File: src/rtl/aoi22_pipe_pkg.sv
// Shared mode encoding and the bitwise four-input AND-OR / OR-AND evaluator
// used by the aoi22_pipe datapath.
package aoi_pkg;

    typedef enum logic [1:0] {
        AOI22 = 2'd0,
        AO22  = 2'd1,
        OAI22 = 2'd2,
        OA22  = 2'd3
    } aoi_mode_t;

    // Widest operand the evaluator handles; callers zero-extend and slice.
    localparam int AOI_MAX_WIDTH = 64;

    typedef logic [AOI_MAX_WIDTH-1:0] aoi_word_t;

    function automatic aoi_word_t aoi_eval(
        input aoi_mode_t mode,
        input aoi_word_t a1,
        input aoi_word_t a2,
        input aoi_word_t b1,
        input aoi_word_t b2
    );
        aoi_word_t and_or;
        aoi_word_t or_and;
        aoi_word_t res;
        and_or = (a1 & a2) | (b1 & b2);
        or_and = (a1 | a2) & (b1 | b2);
        case (mode)
            AOI22:   res = ~and_or;
            AO22:    res = and_or;
            OAI22:   res = ~or_and;
            default: res = or_and;
        endcase
        return res;
    endfunction

endpackage

File: src/rtl/aoi22_pipe_stage.sv
// One bubble-collapsing pipeline register: valid/result/mode flops with a
// local ready term that lets an empty stage absorb data during a stall.
module aoi_pipe_stage
    import aoi_pkg::*;
#(
    parameter int WIDTH = 8
) (
    input  logic             clk,
    input  logic             rst_n,
    input  logic             prev_valid,
    input  logic [WIDTH-1:0] prev_y,
    input  aoi_mode_t        prev_m,
    input  logic             next_ready,
    output logic             valid,
    output logic [WIDTH-1:0] y,
    output aoi_mode_t        m,
    output logic             ready
);

    logic             valid_reg;
    logic [WIDTH-1:0] y_reg;
    aoi_mode_t        m_reg;

    assign ready = ~valid_reg | next_ready;

    // Payload only moves with a real item so an emptied stage keeps its last value.
    always_ff @(posedge clk or negedge rst_n) begin
        if (!rst_n) begin
            valid_reg <= 1'b0;
            y_reg     <= '0;
            m_reg     <= AOI22;
        end else if (ready) begin
            valid_reg <= prev_valid;
            if (prev_valid) begin
                y_reg <= prev_y;
                m_reg <= prev_m;
            end
        end
    end

    assign valid = valid_reg;
    assign y     = y_reg;
    assign m     = m_reg;

endmodule

File: src/rtl/aoi22_pipe.sv
// WIDTH-bit mode-selectable AOI22/AO22/OAI22/OA22 evaluated at the input and
// retimed through DEPTH bubble-collapsing stages with valid/ready flow control.
module aoi22_pipe
    import aoi_pkg::*;
#(
    parameter int WIDTH = 8,
    parameter int DEPTH = 2
) (
    input  logic                       clk,
    input  logic                       rst_n,
    input  logic                       in_valid,
    output logic                       in_ready,
    input  logic [1:0]                 in_mode,
    input  logic [WIDTH-1:0]           in_a1,
    input  logic [WIDTH-1:0]           in_a2,
    input  logic [WIDTH-1:0]           in_b1,
    input  logic [WIDTH-1:0]           in_b2,
    output logic                       out_valid,
    input  logic                       out_ready,
    output logic [WIDTH-1:0]           out_y,
    output logic [1:0]                 out_mode,
    output logic [$clog2(DEPTH+1)-1:0] occupancy
);

    localparam int OCC_W = $clog2(DEPTH + 1);

    aoi_word_t        eval_full;
    logic [WIDTH-1:0] eval_y;
    aoi_mode_t        eval_m;

    assign eval_m    = aoi_mode_t'(in_mode);
    assign eval_full = aoi_eval(eval_m,
                                aoi_word_t'(in_a1), aoi_word_t'(in_a2),
                                aoi_word_t'(in_b1), aoi_word_t'(in_b2));
    assign eval_y    = eval_full[WIDTH-1:0];

    if (WIDTH < AOI_MAX_WIDTH) begin : g_pad
        logic unused_hi;
        assign unused_hi = &{1'b0, eval_full[AOI_MAX_WIDTH-1:WIDTH]};
    end

    for (genvar gi = 0; gi < DEPTH; gi++) begin : g_stage
        logic             prev_valid;
        logic [WIDTH-1:0] prev_y;
        aoi_mode_t        prev_m;
        logic             next_ready;
        logic             stage_valid;
        logic [WIDTH-1:0] stage_y;
        aoi_mode_t        stage_m;
        logic             stage_ready;

        if (gi == 0) begin : g_head
            assign prev_valid = in_valid;
            assign prev_y     = eval_y;
            assign prev_m     = eval_m;
        end else begin : g_body
            assign prev_valid = g_stage[gi-1].stage_valid;
            assign prev_y     = g_stage[gi-1].stage_y;
            assign prev_m     = g_stage[gi-1].stage_m;
        end

        // Ready ripples back from the output through every stage.
        if (gi == DEPTH - 1) begin : g_tail
            assign next_ready = out_ready;
        end else begin : g_link
            assign next_ready = g_stage[gi+1].stage_ready;
        end

        aoi_pipe_stage #(
            .WIDTH(WIDTH)
        ) u_stage (
            .clk        (clk),
            .rst_n      (rst_n),
            .prev_valid (prev_valid),
            .prev_y     (prev_y),
            .prev_m     (prev_m),
            .next_ready (next_ready),
            .valid      (stage_valid),
            .y          (stage_y),
            .m          (stage_m),
            .ready      (stage_ready)
        );
    end

    assign in_ready  = g_stage[0].stage_ready & rst_n;
    assign out_valid = g_stage[DEPTH-1].stage_valid;
    assign out_y     = g_stage[DEPTH-1].stage_y;
    assign out_mode  = g_stage[DEPTH-1].stage_m;

    logic             in_fire;
    logic             out_fire;
    logic [OCC_W-1:0] occ_reg;

    assign in_fire  = in_valid & in_ready;
    assign out_fire = out_valid & out_ready;

    always_ff @(posedge clk or negedge rst_n) begin
        if (!rst_n) begin
            occ_reg <= '0;
        end else if (in_fire && !out_fire) begin
            occ_reg <= occ_reg + OCC_W'(1);
        end else if (!in_fire && out_fire) begin
            occ_reg <= occ_reg - OCC_W'(1);
        end
    end

    assign occupancy = occ_reg;

endmodule
File: config.mk
export PLATFORM = sky130hd
export DESIGN_NAME = aoi22_pipe
export DESIGN_NICKNAME = d
export VERILOG_FILES = /design/src/rtl/aoi22_pipe_pkg.sv /design/src/rtl/aoi22_pipe_stage.sv /design/src/rtl/aoi22_pipe.sv
export SDC_FILE = /design/constraint.sdc
export NUM_CORES = 1
export LEC_CHECK = 0
export ABC_AREA = 1
export CAP_MARGIN = 20
export CORE_UTILIZATION = 50
export DETAILED_ROUTE_END_ITERATION = 8
export PLACE_DENSITY = 0.86
export SLEW_MARGIN = 25
export SYNTH_ARGS = -nofsm -noshare
export SYNTH_HDL_FRONTEND = slang
export SYNTH_SLANG_ARGS = --single-unit
File: constraint.sdc
create_clock -name clk -period 2.5 [get_ports clk]
set_input_delay 0.375 -clock clk [delete_from_list [all_inputs] [get_ports clk]]
set_output_delay 0.375 -clock clk [all_outputs]
set_load 0.05 [all_outputs]
==> flow_summary.ini, run 1 <==
[synthesis]
synth_area_um2 = 1620
synth.largest_area_cell = dfrtp_1
synth.most_common_cell = nand2_1
async_flop_share_pct = 100.0
yosysSeqAreaShare_pct = 37.07
synth_commonest_cells = 122 x nand2_1, 37 x inv_1, 32 x nand3_1
synth_edf_count = 0
synth_cell_types = 21
yosysWarnings = 0
ys_ff_latch = 24
syn_avg_cell_area_um2 = 6.560
syn_inst = 247
ys.flop_type = dfrtp_1
syn_nets = 286
yosysTopAreaCellShare_pct = 37.07
synth.area.top_cells = dfrtp_1 37%, nand2_1 28%, nand3_1 9.9%

[drt]
wl_per_cell_um = 8.534
antenna_left = 0
dr.pass1.iters = 4
routed_wl_mm = 2.910
drtIter0Drc = 52
vias_per_cell = 4.537
vias = 1547
drc_errors = 0

[timing]
fin_crit_ns = 1.941
skew_ns = 0.01008
fin_crit_sh_pct = 77.64
finalSetupViolCount = 0
holdWs_ns = 0.4382
slew_violations = 0
tns_ns = 0
max_slew_margin_pct = 67.09
fmax_ghz = 0.5152
hold_viol = 0
tightest_slew_ns = 0.4921
rsz0062_at_grt = false

[cts]
numCtsBuffers = 3
h-tree-depth = 1
cts.repair.resized = 0
cts_buffer_depth = 2
clkLatencyLatePin_ns = 0.31
clock-root-buffer = clkbuf_4
postCtsSetupRepairBufs = 0
ctsHoldBuffers = 0
cts_tree = yes
cts.sink_count = 24
cts.clk_slew.worst_paths_ns = 0.13

[final_layout]
drive_gt1_share_pct = 8.081
multi_input_area_um2 = 792.0
areaGrowthSynthToFinish_pct = 35.14
seq_area_um2 = 600.6
largest_register_ffs = 16
final_nets = 337
diodes = 0
nFillCells = 262

[worst_setup_path]
endpoint = occupancy[0]
crit_slowest_cell = clkdlybuf4s50_1
startpoint_type = flop
cp.arrival_ns = 1.57
ff2ff_path_depth = 7
rr_startpoint = g_stage[0].u_stage.valid$_DFFE_PN0N_
slowest_delay_ns = 0.82
cp_max_fo = 4
reg2reg_to = occupancy[1]$_DFFE_PN0P_
path_cells = clkdlybuf4s50_1
crit_start = occupancy[0]$_DFFE_PN0P_
path_class = flop to output port
cp-end-kind = output port
critPathBufInv = 1
rrSetupSlack_ns = 0.84
critPathTopFamily = buffers and inverters
cp.depth = 1
cp.required_ns = 2.12

[grt]
antenna_found_initial = 0
grt.overflow.total = 0
grt_use_total_pct = 19.54
grt_pass1_wl_mm = 5.285
grt_pass1_vias = 1324
grt_max_degree = 25

[die]
start_util_pct = 53.07
die_w_um = 58.93
die-area_um2 = 3472
coreArea_um2 = 3053
io_pins = 52
die_y_um = 58.93
rows = 20

[placement]
dp_hpwl_mm = 2.426
routabilityCongestion = 0.7989
io_buffer_count = 51

[power]
p_leak_uw = 0.001226
total_power_uw = 1422
peakVddDrop_mv = 0.2492
power_density_nw_per_um2 = 649.4

[min_path]
hp-class = input port to asynchronous set/reset pin

[outcome]
status = finished, final reports clean

[job]
cap_viol_max_count = 0
## layer usage
| metal | routed length (um) | vias up | global-route usage (%) |
|---|---|---|---|
| met5 | 0 | - | 0 |
| met4 | 41 | 0 | 8.503 |
| met3 | 75 | 4 | 0.8791 |
| met2 | 1359 | 39 | 33.28 |
| met1 | 1433 | 663 | 25.88 |
| li1 | - | 841 | - |
## kinds of logic (layout without fill, tap and decap cells)
| group | Yosys count | after routing | synth area share [%] |
|---|---|---|---|
| buffers and inverters | 46 | 96 | 14.05 |
| AND/OR/NAND/NOR | 170 | 170 | 45.56 |
| AO/OA/AOI/OAI | 4 | 4 | 1.467 |
| flip-flops | 24 | 24 | 37.07 |
| XOR/XNOR | 2 | 2 | 1.081 |
| adder cells (fa/ha/maj) | 1 | 1 | 0.7721 |
## power by group
| part | internal [uW] | total (uW) | switching [uW] |
|---|---|---|---|
| clock | 162 | 275 | 113 |
| combinational | 240 | 619 | 379 |
| sequential | 473 | 529 | 55.3 |
| total | 875 | 1420 | 547 |
## final cells by class
cell class	instances	share of cell area, %
clock inverter	1	1.371
multi-input combinational	177	36.17
sequential	24	27.43
timing repair buffer	53	24.46
inverter	39	7.029
tap	44	2.514
clock buffer	3	1.029
## worst min-delay path by stage
stage	to	slack, ns	start
5_1_grt	occupancy[0]$_DFFE_PN0P_	0.47	rst_n
3_5_place_dp	g_stage[1].u_stage.y[2]$_DFFE_PN0P_	0.46	g_stage[1].u_stage.y[2]$_DFFE_PN0P_
2_1_floorplan	g_stage[0].u_stage.m[0]$_DFFE_PN0P_	0.08	rst_n
4_1_cts	occupancy[0]$_DFFE_PN0P_	0.45	rst_n
3_3_place_gp	g_stage[1].u_stage.y[2]$_DFFE_PN0P_	0.45	g_stage[1].u_stage.y[2]$_DFFE_PN0P_
6_report	occupancy[0]$_DFFE_PN0P_	0.44	rst_n
## cells in the final DEF, fill, tap and decap left out, types with 2 or more instances in the layout
master / n
nand2_1: 122
clkdlybuf4s50_1: 50
inv_1: 37
nand3_1: 32
dfrtp_1: 24
nand2_2: 9
clkbuf_4: 3
nand3_2: 2
o21ai_1: 2
xnor2_1: 2
nor2_4: 2
buf_4: 2
## stage by stage
step                      setup slack [ns]  cell area (um^2)  utilization [%]  std cells
final                               0.5590              2190            71.72        341
after global routing                0.4924              2190            71.72        341
after CTS                           0.5501              2190            71.72        341
after detailed placement            0.5883              2137            70.00        337
after global placement              0.6475              2137            70.00        337
after floorplan                     0.7653              1620                -        247
Power figures use the tool's default switching activity.
==> run 2, diff against run 1 <==
Settings changed: CORE_UTILIZATION 50 to 46, PLACE_DENSITY 0.86 to 0.8.
Clock period 2.5 ns to 2 ns, I/O delays scaled along.
==> run 2 against run 1 <==
Cell area increased by 0.80%. Global-route usage shrank 0.27 points. Highest routed layer unchanged. Via count increased by 0.19%. Largest power group unchanged. Hold slack worse by 0.074 ns. Power increased by 26%. Clock skew shrank 0.0083 ns.
==> flow_summary.ini, run 2 (same netlist as run 1, synthesis figures left out) <==
[placement]
io_buffer_count = 51
routabilityCongestion = 0.7116
dp_worst_setup_slack_ns = 0.1467
dp_hpwl_mm = 2.455
dpl.cell_count = 341

[die]
die_y_um = 61.35
rows = 21
io_pins = 52
start_util_pct = 48.18
die_w_um = 61.35
coreArea_um2 = 3363
die-area_um2 = 3764

[worst_setup_path]
cp_max_fo = 4
rrSetupSlack_ns = 0.57
path_cells = clkdlybuf4s50_1
cp-end-kind = output port
cp.arrival_ns = 1.56
crit_slowest_cell = clkdlybuf4s50_1
critPathTopFamily = buffers and inverters
path_class = flop to output port
startpoint_type = flop
critPathBufInv = 1
slowest_delay_ns = 0.82
cp.required_ns = 1.70

[drt]
dr.pass1.iters = 4
vias = 1550
antenna_left = 0
drc_errors = 0
routed_wl_mm = 3.020
wl_per_cell_um = 8.754
vias_per_cell = 4.493
drtIter0Drc = 59

[final_layout]
final_nets = 339
areaGrowthSynthToFinish_pct = 36.22
diodes = 0
final_cell_mix = 122 x nand2_1, 50 x clkdlybuf4s50_1, 37 x inv_1
drive_gt1_share_pct = 8.696
final_cells = 345
largest_register_ffs = 16
final_common_cell = nand2_1
finalCoreUtilization_pct = 65.63

[timing]
finalSetupViolCount = 0
fin_crit_sh_pct = 93.14
tns_ns = 0
rsz0062_at_grt = false
skew_ns = 0.001798
setup_slack_ns = 0.1372
max_slew_margin_pct = 66.68
fin_crit_ns = 1.863
tightest_slew_ns = 0.4982
fmax_ghz = 0.5368
hold_viol = 0
slew_violations = 0

[cts]
clkLatencyLatePin_ns = 0.32
ctsHoldBuffers = 0
cts.sink_count = 24
postCtsSetupRepairBufs = 0
clock-root-buffer = clkbuf_4
h-tree-depth = 1
numCtsBuffers = 3
cts_tree = yes
cts.clk_slew.worst_paths_ns = 0.13
cts_buffer_depth = 2
cts.repair.resized = 0

[grt]
grt.overflow.total = 0
grt_pass1_vias = 1324
antenna_found_initial = 0
grt_use_total_pct = 19.27
grt_pass1_wl_mm = 5.430
grt_max_degree = 25

[power]
p_leak_uw = 0.001236
power_density_nw_per_um2 = 811.9
peakVddDrop_mv = 0.3150

[outcome]
status = finished, final reports clean

[min_path]
hp-class = input port to asynchronous set/reset pin

[job]
cap_viol_max_count = 0
## run 2: cell count changes in the layout (fill, tap and decap cells not counted)
| cell | previous run | this run |
|---|---|---|
| buf_4 | 2 | 4 |
## run 2: path summary, 6_finish.rpt
| check | to | startpoint | cells after the start |
|---|---|---|---|
| max | occupancy[0] | occupancy[0]$_DFFE_PN0P_ | 1 |
| min | occupancy[0]$_DFFE_PN0P_ | rst_n | 2 |
| max reg2reg | occupancy[1]$_DFFE_PN0P_ | g_stage[1].u_stage.valid$_DFFE_PN0P_ | 7 |
| min reg2reg | occupancy[1]$_DFFE_PN0P_ | occupancy[1]$_DFFE_PN0P_ | 1 |
| max in group asynchronous | g_stage[0].u_stage.valid$_DFFE_PN0N_ | rst_n | 2 |
| min in group clk | occupancy[1]$_DFFE_PN0P_ | occupancy[1]$_DFFE_PN0P_ | 1 |
## run 2: report_power, final
| part | switching (uW) | internal [uW] |
|---|---|---|
| Combinational | 479 | 304 |
| Clock | 147 | 203 |
| Sequential | 66.6 | 592 |
## run 2: layout make-up
class,instances,area (um^2)
inverter,39,153.9
tap,46,57.56
clock buffer,3,22.52
sequential,24,600.6
multi-input combinational,177,792.0
fill,331,1156
clock inverter,1,30.03
timing repair buffer,55,550.5
## run 2: through the flow
| stage | hold slack (ns) | area, um^2 | total power [uW] |
|---|---|---|---|
| after floorplan | 0.004409 | 1620 | 1175 |
| after global placement | 0.4544 | 2155 | 1442 |
| after detailed placement | 0.4628 | 2155 | 1460 |
| after CTS | 0.3606 | 2207 | 1815 |
| after global routing | 0.3784 | 2207 | 1907 |
| final | 0.3646 | 2207 | 1792 |
## run 2: layer usage
metal | global-route usage [%] | wire length, um
met1 | 25.95 | 1436
met2 | 31.52 | 1401
met3 | 1.261 | 127
met4 | 9.524 | 55
met5 | 0 | 0
